$ cat config.mk
export PLATFORM = sky130hd
export DESIGN_NAME = adder_arb
export DESIGN_NICKNAME = d
export VERILOG_FILES = /design/src/rtl/adder_arb.sv
export SDC_FILE = /design/constraint.sdc
export NUM_CORES = 1
export LEC_CHECK = 0
export BUFFER_PORTS_ARGS = -buffer_cell sky130_fd_sc_hd__buf_2
export CORE_ASPECT_RATIO = 0.75
export CORE_MARGIN = 2
export CORE_UTILIZATION = 39
export CTS_BUF_LIST = sky130_fd_sc_hd__clkbuf_16
export CTS_CLUSTER_SIZE = 12
export DETAILED_ROUTE_END_ITERATION = 8
export GPL_ROUTABILITY_DRIVEN = 0
export PLACE_DENSITY = 0.77
export SYNTH_ARGS = -nofsm -noshare
export SYNTH_HDL_FRONTEND = slang
export SYNTH_SLANG_ARGS = --single-unit
$ cat constraint.sdc
create_clock -name clk -period 3.3 [get_ports clk]
set_input_delay 0.33 -clock clk [delete_from_list [all_inputs] [get_ports clk]]
set_output_delay 0.33 -clock clk [all_outputs]
set_load 0.01 [all_outputs]
$ cat src/rtl/adder_arb.sv
// adder_arb: round-robin arbiter sharing one ripple-carry adder
// between four requesters; two cycles from grant to registered result.
//
// Ports:
//   clk, rst_n      clock, async active-low reset
//   req[3:0]        per-requester request
//   a_bus, b_bus    operands, requester i at [i*N +: N]
//   cin[3:0]        per-requester carry-in
//   lock[3:0]       carry-chain lock (used only with ADDER_ARB_LOCK_EN)
//   gnt[3:0]        one-hot grant pulse, operands captured
//   sum, cout       registered result
//   vld             one-cycle result-valid pulse
//   vld_id          requester that owns the result
//
// Option: define ADDER_ARB_LOCK_EN to let a requester chain
// back-to-back words through the carry (multi-word adds).
module adder_arb #(
  parameter int N = 8
) (
  input  logic           clk,
  input  logic           rst_n,
  input  logic [3:0]     req,
  input  logic [4*N-1:0] a_bus,
  input  logic [4*N-1:0] b_bus,
  input  logic [3:0]     cin,
  input  logic [3:0]     lock,
  output logic [3:0]     gnt,
  output logic [N-1:0]   sum,
  output logic           cout,
  output logic           vld,
  output logic [1:0]     vld_id
);

  typedef enum logic {
    IDLE,
    EXEC
  } state_t;

  state_t state;
  state_t state_nxt;

  logic [1:0]   ptr;
  logic [1:0]   id;
  logic [1:0]   base;
  logic [1:0]   win;
  logic         any;
  logic         c_sel;
  logic         load;
  logic         done;

  logic [N-1:0] opa;
  logic [N-1:0] opb;
  logic         opc;

  logic [N-1:0] s_c;
  logic         co_c;

`ifdef ADDER_ARB_LOCK_EN
  logic chain;
  logic chain_c;
  logic take;
  logic drop;
`else
  logic unused_lock;
  assign unused_lock = ^lock;
`endif

  // Winner search. The loop runs from the farthest offset down
  // so the nearest set bit from base overwrites the others.
  always_comb begin
    base = ptr;
`ifdef ADDER_ARB_LOCK_EN
    take = chain && req[id];
    drop = chain && !req[id];
    // An abandoned chain resumes round-robin after its owner.
    if (drop)
      base = id + 2'd1;
`endif
    win = base;
    any = 1'b0;
    for (int k = 3; k >= 0; k--) begin
      if (req[base + 2'(k)]) begin
        win = base + 2'(k);
        any = 1'b1;
      end
    end
    c_sel = cin[win];
`ifdef ADDER_ARB_LOCK_EN
    if (take) begin
      win   = id;
      any   = 1'b1;
      c_sel = chain_c;
    end
`endif
  end

  // Bitwise ripple-carry adder on the latched operands.
  always_comb begin
    logic c;
    s_c = '0;
    c   = opc;
    for (int i = 0; i < N; i++) begin
      s_c[i] = opa[i] ^ opb[i] ^ c;
      c = (opa[i] & opb[i]) |
          (opa[i] & c) |
          (opb[i] & c);
    end
    co_c = c;
  end

  always_comb begin
    state_nxt = state;
    load      = 1'b0;
    done      = 1'b0;
    unique case (state)
      IDLE: begin
        if (any) begin
          state_nxt = EXEC;
          load      = 1'b1;
        end
      end
      EXEC: begin
        state_nxt = IDLE;
        done      = 1'b1;
      end
      default: state_nxt = IDLE;
    endcase
  end

  always_ff @(posedge clk or negedge rst_n) begin
    if (!rst_n) begin
      state <= IDLE;
    end else begin
      state <= state_nxt;
    end
  end

  always_ff @(posedge clk or negedge rst_n) begin
    if (!rst_n) begin
      gnt    <= '0;
      vld    <= 1'b0;
      sum    <= '0;
      cout   <= 1'b0;
      vld_id <= '0;
      ptr    <= '0;
      id     <= '0;
      opa    <= '0;
      opb    <= '0;
      opc    <= 1'b0;
    end else begin
      gnt <= load ? (4'b0001 << win) : 4'b0000;
      vld <= done;
      if (load) begin
        opa <= a_bus[win*N +: N];
        opb <= b_bus[win*N +: N];
        opc <= c_sel;
        id  <= win;
      end
`ifdef ADDER_ARB_LOCK_EN
      if (drop && state == IDLE)
        ptr <= id + 2'd1;
`endif
      if (done) begin
        sum    <= s_c;
        cout   <= co_c;
        vld_id <= id;
`ifdef ADDER_ARB_LOCK_EN
        ptr    <= lock[id] ? id : id + 2'd1;
`else
        ptr    <= id + 2'd1;
`endif
      end
    end
  end

`ifdef ADDER_ARB_LOCK_EN
  always_ff @(posedge clk or negedge rst_n) begin
    if (!rst_n) begin
      chain   <= 1'b0;
      chain_c <= 1'b0;
    end else if (done) begin
      chain   <= lock[id];
      chain_c <= co_c;
    end else if (drop && state == IDLE) begin
      chain   <= 1'b0;
    end
  end
`endif

endmodule

=== Word-level counts from Yosys, hierarchy flattened ===
Index checks and enable logic that the tools add are counted.

* Bits in registers: 38
* Bits of input ports: 78
* Output and inout bits: 16
* Logic and storage cells: 103

* $add $sub $neg: 4
* Magnitude comparators: 5
* Shift operators: 3
* Multiplexer cells: 23
* Bitwise gates (word level): 57

{| class="wikitable"
|+ Operators with widths
! cell !! number
|-
| 32-bit by 6-bit indexed part select with 8-bit output || 2
|-
| 1-bit bitwise AND || 24
|-
| 1-bit bitwise OR || 16
|-
| 1-bit XOR || 16
|-
| 2-bit by 3-bit less-than comparator with 1-bit output (second input constant) || 5
|-
| 1-bit 2-to-1 mux || 12
|-
| 1-bit binary-select mux with 2-bit select || 5
|-
| 2-bit 2-to-1 mux || 4
|-
| 2-bit by 1-bit adder with 2-bit output (second input constant) || 2
|-
| 2-bit adder (second input constant) || 2
|-
| 4-bit 2-to-1 mux || 1
|-
| 1-bit by 2-bit left shift with 4-bit output (first input constant) || 1
|-
| 1-bit case mux with 2 select lines || 1
|-
| 1-bit NOT || 1
|}

=== Depth between registers and ports, before layout ===
Gate-level depths: netlist (run 1).

* Depth after elaboration: 24
* Gate-level depth with buffers: 12
* Depth with buffers taken out: 12

=== Worst setup path after synthesis (run 1) ===
OpenSTA, ideal clock, no wires.

* Path type: flip-flop to flip-flop
* Start point: register opa[0]
* End point: register sum[7]
* Setup time: 0.080 ns
* Data arrival time: 3.446 ns
* Data required time: 3.220 ns
* Setup slack: -0.226 ns
* Cell stages (with the launch flop): 13
* Buffers on the path: 0
* Period minus slack after synthesis: 3.526 ns
* Cell sequence: dfrtp_1 inv_1 fa_1 inv_1 fa_1 fa_1 fa_1 fa_1 fa_1 fa_1 inv_1 fa_1 mux2i_1

* Word-level cells in the longest chain between the ends: 22
* Elaborated cells between the ends (all ways): 29
* Classes of those cells: bitwise (29)

{| class="wikitable"
|+ Ends and longest elaborated chain
! what !! RTL line !! RTL
|-
| start, declared || 51 || <nowiki>logic [N-1:0] opa;</nowiki>
|-
| start signal, assigned || 154 || <nowiki>opa <= a_bus[win*N +: N];</nowiki>
|-
| 1-bit bitwise AND, on equally long branches || 104, 105 ||
|-
| 1-bit bitwise OR (*) || 104 || <nowiki>c = (opa[i] & opb[i]) |</nowiki>
|-
| 1-bit bitwise OR (*) || 105 || <nowiki>(opa[i] & c) |</nowiki>
|-
| 1-bit bitwise AND || 105 ||
|-
| 1-bit bitwise OR || 104 ||
|-
| 1-bit bitwise OR (*) || 105 ||
|-
| 1-bit bitwise AND || 105 ||
|-
| 1-bit bitwise OR || 104 ||
|-
| [... 6 more ...] || - ||
|-
| 1-bit bitwise OR (*) || 105 ||
|-
| 1-bit bitwise AND || 105 ||
|-
| 1-bit bitwise OR || 104 ||
|-
| 1-bit bitwise OR (*) || 105 ||
|-
| 1-bit bitwise AND || 105 ||
|-
| 1-bit bitwise OR || 104 ||
|-
| 1-bit bitwise OR (*) || 105 ||
|-
| 1-bit XOR (*) || 103 || <nowiki>s_c[i] = opa[i] ^ opb[i] ^ c;</nowiki>
|-
| end signal, assigned || 142 || <nowiki>sum <= '0;</nowiki>
|-
| end signal, assigned || 164 || <nowiki>sum <= s_c;</nowiki>
|-
| end, declared || 28 || <nowiki>output logic [N-1:0] sum,</nowiki>
|}

Mark *: on every way between the ends. The rest lies on a longest branch, timed or not.
A chain may end at the register's enable or synchronous reset.

=== Worst setup path after layout (run 1) ===
Same ends and word-level chain as after synthesis.

==> insert_results.sql, run 1 <==
INSERT INTO impl_metrics (metric_group, metric, value, unit) VALUES
('critical_path', 'crit_path_start', 'opa[0]$_DFFE_PN0P_', ''),
('grt', 'grt_overflow_total', '0', ''),
('synthesis', 'synth_sequential_area_ratio', '40.8', '%'),
('critical_path', 'critPathCaptureType', 'flip-flop', ''),
('floorplanning', 'placementRows', '24', ''),
('clock_tree', 'cts_setup_buffers', '0', ''),
('power_and_ir_drop', 'power_frac_comb', '48.5', '%'),
('sta', 'postLayoutSetupSlackWorst', '-118', 'ps'),
('status', 'failed_checks', 'setup timing', ''),
('synthesis', 'synth-seq-cells', '38', ''),
('synthesis', 'mappedNetlistNets', '303', ''),
('placement', 'portBuffers', '89', ''),
('clock_tree', 'path_clk_slew', '60', 'ps'),
('layout', 'layout_cells_sized_above_1', '47.1', '%'),
('sta', 'hold_ws', '147', 'ps'),
('layout', 'multi_input_area', '1180', 'um^2'),
('synthesis', 'synth.yosys.warnings', '0', ''),
('synthesis', 'syn_area_per_cell', '10.7', 'um^2'),
('power_and_ir_drop', 'irDropWorstVdd', '0.000276', 'V'),
('layout', 'insertedDiodeCount', '0', ''),
('sta', 'timing.slew.headroom', '39.9', '%'),
('synthesis', 'synth.area.mux_share', '12.9', '%'),
('power_and_ir_drop', 'sequentialPowerShare', '33.9', '%'),
('floorplanning', 'fp.dieH', '71.0', 'um'),
('synthesis', 'adder_cell_share_of_the_synthesized_area', '6.87', '%'),
('layout', 'layout.nets', '391', ''),
('critical_path', 'critical_path_class', 'reg2reg', ''),
('sta', 'hold_viol_final', '0', ''),
('clock_tree', 'htreeDepth', '2', ''),
('floorplanning', 'starting_density_of_the_core', '40.2', '%'),
('layout', 'nFillCells', '540', ''),
('grt', 'global_route_wire_length_before_repair', '9.32', 'mm'),
('flow_run', 'maxCapViolCount', '0', ''),
('synthesis', 'synth-xor-area-share', '0.376', '%'),
('grt', 'first_global_vias', '1954', ''),
('detailed_routing', 'postRouteAntennaNets', '0', ''),
('floorplanning', 'dieWidth', '93.3', 'um'),
('synthesis', 'post_synthesis_cells', '217', ''),
('placement', 'place_inst', '376', ''),
('status', 'outcome', 'complete, but fails checks', ''),
('detailed_routing', 'detailroute.via_count', '1953', ''),
('floorplanning', 'coreArea', '5800', 'um^2'),
('floorplanning', 'design.portCount', '94', ''),
('power_and_ir_drop', 'netSwitchingPower', '995', 'uW'),
('critical_path', 'endpoint_required_time_on_the_critical_path', '3500', 'ps'),
('clock_tree', 'cts_made_buffers', '5', ''),
('layout', 'area_delta_synth_final', '27.5', '%'),
('sta', 'finalWorstPathRequiredPeriod', '3420', 'ps'),
('clock_tree', 'clk_latency_worst_skew_pair', '280', 'ps'),
('synthesis', 'synth_compound_gate_area_share', '22.8', '%'),
('sta', 'final_max_slew_viol_count', '0', ''),
('sta', 'finalSetupViolations', '1', ''),
('detailed_routing', 'wl_per_cell', '14.7', 'um'),
('critical_path', 'startpoint_type', 'flip-flop', ''),
('synthesis', 'largest_family_of_logic_cells_by_synthesized_area', 'compound AO/OA/AOI/OAI gates', ''),
('detailed_routing', 'totalWireLength', '5.66', 'mm'),
('layout', 'register_area', '951', 'um^2'),
('detailed_routing', 'drt-vias-per-instance', '5.09', ''),
('critical_path', 'critical_path_peak_fanout', '2', ''),
('floorplanning', 'die_ar', '6620', 'um^2'),
('power_and_ir_drop', 'share_clk_of_total_power', '17.6', '%'),
('power_and_ir_drop', 'power_switching_share', '39.2', '%'),
('power_and_ir_drop', 'total_leakage_power', '0.00143', 'uW'),
('power_and_ir_drop', 'cellPowerDensity', '854', 'nW/um^2'),
('clock_tree', 'root_buffer', 'sky130_fd_sc_hd__clkbuf_16', ''),
('placement', 'dp_hpwl', '4.25', 'mm'),
('clock_tree', 'cts_tree', 'built', ''),
('synthesis', 'synthSimpleGateAreaFrac', '6.87', '%'),
('layout', 'final_core_utilization', '51.3', '%'),
('grt', 'grtUsageTotal', '18.1', '%'),
('critical_path', 'crit-reg2reg-launch', 'opa[0]$_DFFE_PN0P_', '');
[synthesized netlist by cell type]
cell type / count / area [um^2]
sky130_fd_sc_hd__buf_4: 1 / 7.51
sky130_fd_sc_hd__and2_1: 1 / 6.26
sky130_fd_sc_hd__a21oi_1: 2 / 10.0
sky130_fd_sc_hd__nor4_1: 1 / 6.26
sky130_fd_sc_hd__nor2b_2: 1 / 8.76
sky130_fd_sc_hd__buf_2: 3 / 15.0
sky130_fd_sc_hd__buf_12: 2 / 40.0
sky130_fd_sc_hd__a211oi_1: 17 / 128
sky130_fd_sc_hd__xnor2_1: 1 / 8.76
sky130_fd_sc_hd__o21bai_1: 1 / 7.51
sky130_fd_sc_hd__a211oi_2: 17 / 213
sky130_fd_sc_hd__nand2_1: 1 / 3.75
sky130_fd_sc_hd__o21ai_2: 2 / 17.5
sky130_fd_sc_hd__mux2i_1: 21 / 210
sky130_fd_sc_hd__clkbuf_1: 7 / 26.3
sky130_fd_sc_hd__o21ai_1: 2 / 10.0
sky130_fd_sc_hd__buf_6: 2 / 22.5
sky130_fd_sc_hd__fa_1: 8 / 160
sky130_fd_sc_hd__o211ai_2: 1 / 12.5
sky130_fd_sc_hd__mux2_2: 8 / 90.1
sky130_fd_sc_hd__a31oi_1: 17 / 106
sky130_fd_sc_hd__inv_1: 29 / 109
sky130_fd_sc_hd__a21boi_1: 1 / 7.51
sky130_fd_sc_hd__nor2_1: 24 / 90.1
sky130_fd_sc_hd__o21bai_2: 1 / 11.3
sky130_fd_sc_hd__nor2b_1: 4 / 25.0
sky130_fd_sc_hd__nor3b_1: 1 / 7.51
sky130_fd_sc_hd__dfrtp_1: 38 / 951
sky130_fd_sc_hd__and3_1: 2 / 12.5
sky130_fd_sc_hd__o22a_1: 1 / 8.76
[per-stage QoR]
stage | area [um^2] | setup WS [ps]
global route | 2970 | -246
CTS | 2970 | -137
detailed placement | 2830 | -205
global placement | 2830 | -130
floorplan | 2340 | -51.6
finish | 2970 | -118
[worst max-delay path, stage by stage (launching register included)]
cell	delay (ps)
sky130_fd_sc_hd__dfrtp_1	390
sky130_fd_sc_hd__inv_2	60
sky130_fd_sc_hd__fa_1	180
sky130_fd_sc_hd__inv_2	50
sky130_fd_sc_hd__fa_2	350
sky130_fd_sc_hd__fa_2	360
sky130_fd_sc_hd__fa_2	350
sky130_fd_sc_hd__fa_2	340
sky130_fd_sc_hd__fa_2	350
sky130_fd_sc_hd__fa_2	340
sky130_fd_sc_hd__inv_2	60
sky130_fd_sc_hd__fa_1	390
sky130_fd_sc_hd__mux2i_1	130
[flip-flops by register name, summed over array words and instances (netlist names), 2 cells and up]
register  flops
opb           8
id            2
gnt           4
opa           8
base          2
vld_id        2
sum           8
[logic make-up (layout without fill, tap and decap cells)]
group           Yosys count  count (layout)
compound gates           62              62
fa+ha+maj                 8               8
mux                      29              29
xor+xnor                  1               1
simple gates             35              35
buf+inv                  44             133
flops                    38              38
[cell type report]
| cell class | count | area share (%) |
|---|---|---|
| well taps | 78 | 3.28 |
| inverters | 29 | 3.66 |
| clock inverters | 3 | 0.421 |
| repair buffers | 96 | 16.8 |
| clock buffers | 5 | 4.21 |
| multi-input cells | 135 | 39.7 |
| flip-flops and latches | 38 | 32.0 |
[per-layer routing]
layer	up-vias	GRT usage [%]	wire, um
met1	929	25.3	2660
met2	67	27.3	2560
met3	12	3.51	314
met5	-	0	0
li1	945	-	-
met4	0	8.50	127
[cell usage in the layout (no fill, tap or decap), types with 2 or more instances in the layout]
cell type | synthesis | final
sky130_fd_sc_hd__a211oi_1 | 17 | 17
sky130_fd_sc_hd__a211oi_2 | 17 | 17
sky130_fd_sc_hd__a21oi_1 | 2 | 2
sky130_fd_sc_hd__a31oi_1 | 17 | 17
sky130_fd_sc_hd__buf_2 | 3 | 89
sky130_fd_sc_hd__buf_4 | 1 | 7
sky130_fd_sc_hd__clkbuf_16 | 0 | 5
sky130_fd_sc_hd__dfrtp_1 | 38 | 38
sky130_fd_sc_hd__fa_1 | 8 | 2
sky130_fd_sc_hd__fa_2 | 0 | 6
sky130_fd_sc_hd__inv_1 | 29 | 26
sky130_fd_sc_hd__inv_2 | 0 | 4
sky130_fd_sc_hd__mux2_2 | 8 | 8
sky130_fd_sc_hd__mux2i_1 | 21 | 21
sky130_fd_sc_hd__nor2_1 | 24 | 23
sky130_fd_sc_hd__nor2b_1 | 4 | 4
sky130_fd_sc_hd__o21ai_1 | 2 | 2
sky130_fd_sc_hd__o21ai_2 | 2 | 2
[final timing paths]
path	end	slack, ps	cells past startpoint
max reg2reg	sum[7]$_DFFE_PN0P_	-120	12
max	sum[7]$_DFFE_PN0P_	-120	12
min in group clk	opa[0]$_DFFE_PN0P_	410	3
max in group asynchronous	opc$_DFFE_PN0P_	2630	1
min reg2reg	sum[4]$_DFFE_PN0P_	500	1
min	vld_id[1]$_DFFE_PN0P_	150	1
[power by group through the flow]
stage / clock network, uW / registers, uW / logic [uW]
final: 446 / 861 / 1230
after global routing: 475 / 896 / 1380
after CTS: 450 / 861 / 1250
after detailed placement: 0 / 861 / 1240
after global placement: 0 / 858 / 1170
after floorplan: 0 / 861 / 887
[what timing repair did]
action	4_1_cts	5_1_grt
hold endpoints to repair	0	0
resized for setup	5	0
setup endpoints to repair	1	1
pin swaps	1	0
No activity file was read; power rests on OpenSTA's default activity.
==> run 2: changes to the inputs <==
PLACE_DENSITY = 0.75   (was 0.77)
clock period = 3.5 ns   (was 3.3 ns; I/O delays follow)
==> run 2 against run 1 <==
Against the previous run:
- worst setup slack better by 170 ps
- maximum frequency down 0.99%
- the flow now finishes without violations
- via count down 1.2%
- die area unchanged
- global-route usage up 0.29 points
- critical path depth unchanged
- cell count down 1.0%
- first-iteration DRC count down 8.4%
- utilization down 0.52 points
- largest cell class unchanged
- final area down 1.0%
- non-clock buffer count down 3
==> insert_results.sql, run 2 (synthesis gave the netlist of run 1 again) <==
INSERT INTO impl_metrics (metric_group, metric, value, unit) VALUES
('status', 'outcome', 'complete, no violations', ''),
('floorplanning', 'coreArea', '5800', 'um^2'),
('layout', 'insertedDiodeCount', '0', ''),
('placement', 'placement.cell_area', '2800', 'um^2'),
('layout', 'layout_cells_sized_above_1', '45.4', '%'),
('detailed_routing', 'drt_pre_antenna_iters', '4', ''),
('hold_path', 'hp-class', 'in2async', ''),
('critical_path', 'timing.critical_path.slowest_cell_delay', '390', 'ps'),
('sta', 'hold_ws', '175', 'ps'),
('critical_path', 'crit_path_start', 'opa[0]$_DFFE_PN0P_', ''),
('floorplanning', 'starting_density_of_the_core', '40.2', '%'),
('critical_path', 'endpoint_required_time_on_the_critical_path', '3690', 'ps'),
('power_and_ir_drop', 'cellPowerDensity', '803', 'nW/um^2'),
('grt', 'grtUsageTotal', '18.4', '%'),
('detailed_routing', 'drt_iter0_drc', '76', ''),
('placement', 'dp_hpwl', '4.33', 'mm'),
('critical_path', 'crit-reg2reg-launch', 'opa[0]$_DFFE_PN0P_', ''),
('detailed_routing', 'drt-vias-per-instance', '5.08', ''),
('sta', 'final_max_slew_viol_count', '0', ''),
('layout', 'area_delta_synth_final', '26.2', '%'),
('sta', 'rsz_0062_raised_after_global_routing', 'yes', ''),
('clock_tree', 'path_clk_slew', '50', 'ps'),
('sta', 'hold_viol_final', '0', ''),
('grt', 'antenna_found_initial', '0', ''),
('detailed_routing', 'postRouteAntennaNets', '0', ''),
('critical_path', 'worst_r2r_endpoint', 'sum[7]$_DFFE_PN0P_', ''),
('critical_path', 'critical_path_peak_fanout', '2', ''),
('flow_run', 'maxCapViolCount', '0', ''),
('power_and_ir_drop', 'irDropWorstVdd', '0.000365', 'V'),
('layout', 'mostFrequentLayoutCell', 'sky130_fd_sc_hd__buf_2', ''),
('clock_tree', 'holdBufCountCts', '0', ''),
('critical_path', 'timing.critical_path.max_delay_family', 'adder cells', ''),
('sta', 'finalWorstPathRequiredPeriod', '3450', 'ps'),
('sta', 'final.period_utilization', '98.6', '%'),
('grt', 'global_route_wire_length_before_repair', '9.22', 'mm'),
('detailed_routing', 'totalWireLength', '5.85', 'mm'),
('clock_tree', 'cts_setup_buffers', '0', ''),
('critical_path', 'most_prevalent_standard_cell_on_the_critical_path', 'sky130_fd_sc_hd__fa_2', ''),
('clock_tree', 'htreeDepth', '2', ''),
('critical_path', 'cell_count_along_the_critical_path', '12', ''),
('clock_tree', 'numClockSinks', '38', ''),
('power_and_ir_drop', 'total_leakage_power', '0.00142', 'uW'),
('floorplanning', 'fp.dieH', '71.0', 'um'),
('sta', 'finalSetupViolations', '0', ''),
('critical_path', 'critPathCaptureType', 'flip-flop', ''),
('clock_tree', 'clock_tree.buffer_depth', '2', ''),
('clock_tree', 'cts_tree', 'built', ''),
('clock_tree', 'clk_latency_worst_skew_pair', '280', 'ps'),
('critical_path', 'startpoint_type', 'flip-flop', ''),
('layout', 'finalInstanceArea', '2940', 'um^2'),
('floorplanning', 'placementRows', '24', ''),
('sta', 'timing.slew.headroom', '31.7', '%'),
('critical_path', 'worst-r2r-setup-slack', '50', 'ps'),
('clock_tree', 'root_buffer', 'sky130_fd_sc_hd__clkbuf_16', ''),
('layout', 'final_core_utilization', '50.8', '%'),
('grt', 'grt_overflow_total', '0', ''),
('sta', 'fmaxAchievable', '290', 'MHz'),
('sta', 'worst_clock_skew', '3.29', 'ps'),
('floorplanning', 'dieWidth', '93.3', 'um'),
('critical_path', 'worst_path_buffer_plus_inverter_count', '3', ''),
('critical_path', 'critical_path_class', 'reg2reg', ''),
('clock_tree', 'cts_made_buffers', '5', ''),
('detailed_routing', 'detailroute.via_count', '1929', ''),
('critical_path', 'endpoint', 'sum[7]$_DFFE_PN0P_', ''),
('grt', 'first_global_vias', '1830', ''),
('layout', 'regs_by_ff_count', 'opa (8), opb (8), sum (8)', ''),
('layout', 'nFillCells', '536', ''),
('power_and_ir_drop', 'p_total', '2360', 'uW'),
('layout', 'layout.nets', '388', ''),
('grt', 'grt_start_max_net_pins', '39', ''),
('floorplanning', 'die_ar', '6620', 'um^2'),
('critical_path', 'crit_path_cell_trace', 'inv_1 > fa_1 > inv_1 > fa_2 > fa_2 > fa_2 > fa_2 > fa_2 > fa_2 > inv_2 > fa_1 > mux2i_1', ''),
('detailed_routing', 'wl_per_cell', '15.4', 'um'),
('layout', 'top_library_cells_by_usage_in_the_layout_fill_and_taps_aside', 'sky130_fd_sc_hd__buf_2 (89), sky130_fd_sc_hd__dfrtp_1 (38), sky130_fd_sc_hd__inv_1 (29)', ''),
('critical_path', 'reg2reg_depth', '12', ''),
('critical_path', 'worst_ep_arrival_time', '3650', 'ps'),
('floorplanning', 'design.portCount', '94', ''),
('critical_path', 'crit_slowest_cell', 'sky130_fd_sc_hd__fa_1', ''),
('detailed_routing', 'drc', '0', ''),
('placement', 'portBuffers', '89', ''),
('sta', 'pin_slew_with_the_least_headroom_to_its_limit', '1020', 'ps');
[run 2: layer usage]
metal,vias to the layer above,part of all wire [%],GRT usage (%),routed length [um]
met5,-,0,0,0
li1,936,-,-,-
met2,79,44,26.9,2580
met4,0,1.8,5.72,106
met3,9,7.9,4.79,464
met1,905,46,26.9,2700
[run 2: final cells by class]
cell class / count / area, um^2 / area share, %
Timing Repair Buffer: 93 / 475 / 16.2
Multi-Input combinational cell: 135 / 1180 / 40.0
Sequential cell: 38 / 951 / 32.3
Tap cell: 78 / 97.6 / 3.32
Clock buffer: 5 / 125 / 4.25
Clock inverter: 2 / 7.51 / 0.255
Inverter: 29 / 109 / 3.70
[run 2: how the worst min path moves through the flow]
stage | depth (start not counted) | slack, ps | endpoint | start
global route | 1 | 250 | vld$_DFF_PN0_ | rst_n
CTS | 1 | 200 | vld$_DFF_PN0_ | rst_n
detailed placement | 1 | 500 | vld_id[1]$_DFFE_PN0P_ | rst_n
floorplan | 0 | 50 | base[0]$_DFFE_PN0P_ | rst_n
finish | 1 | 180 | vld_id[1]$_DFFE_PN0P_ | rst_n
global placement | 1 | 480 | vld$_DFF_PN0_ | rst_n
[run 2: repair_timing]
action                     CTS  global route
pin swaps                    0             0
gates resized for setup      4             3
setup endpoints to repair    1             1
[run 2: report_power, final]
part	total, uW	switching [uW]	internal [uW]
registers	815	166	649
clock network	415	160	254
logic	1130	603	531
[run 2: metrics by stage]
step | setup TNS [ps] | instances | setup WS, ps
final | 0 | 380 | 48.0
after global routing | -132 | 380 | -132
after CTS | 0 | 380 | 6.80
after detailed placement | -174 | 373 | -174
after global placement | -109 | 373 | -109
after floorplan | 0 | 217 | 11.8
[run 2: worst reg2reg max path, cell delays in order (launching register included)]
cell and delay, ps:
sky130_fd_sc_hd__dfrtp_1 370, sky130_fd_sc_hd__inv_1 80, sky130_fd_sc_hd__fa_1 170, sky130_fd_sc_hd__inv_1 60
sky130_fd_sc_hd__fa_2 350, sky130_fd_sc_hd__fa_2 350, sky130_fd_sc_hd__fa_2 350, sky130_fd_sc_hd__fa_2 350
sky130_fd_sc_hd__fa_2 340, sky130_fd_sc_hd__fa_2 340, sky130_fd_sc_hd__inv_2 60, sky130_fd_sc_hd__fa_1 390
sky130_fd_sc_hd__mux2i_1 150
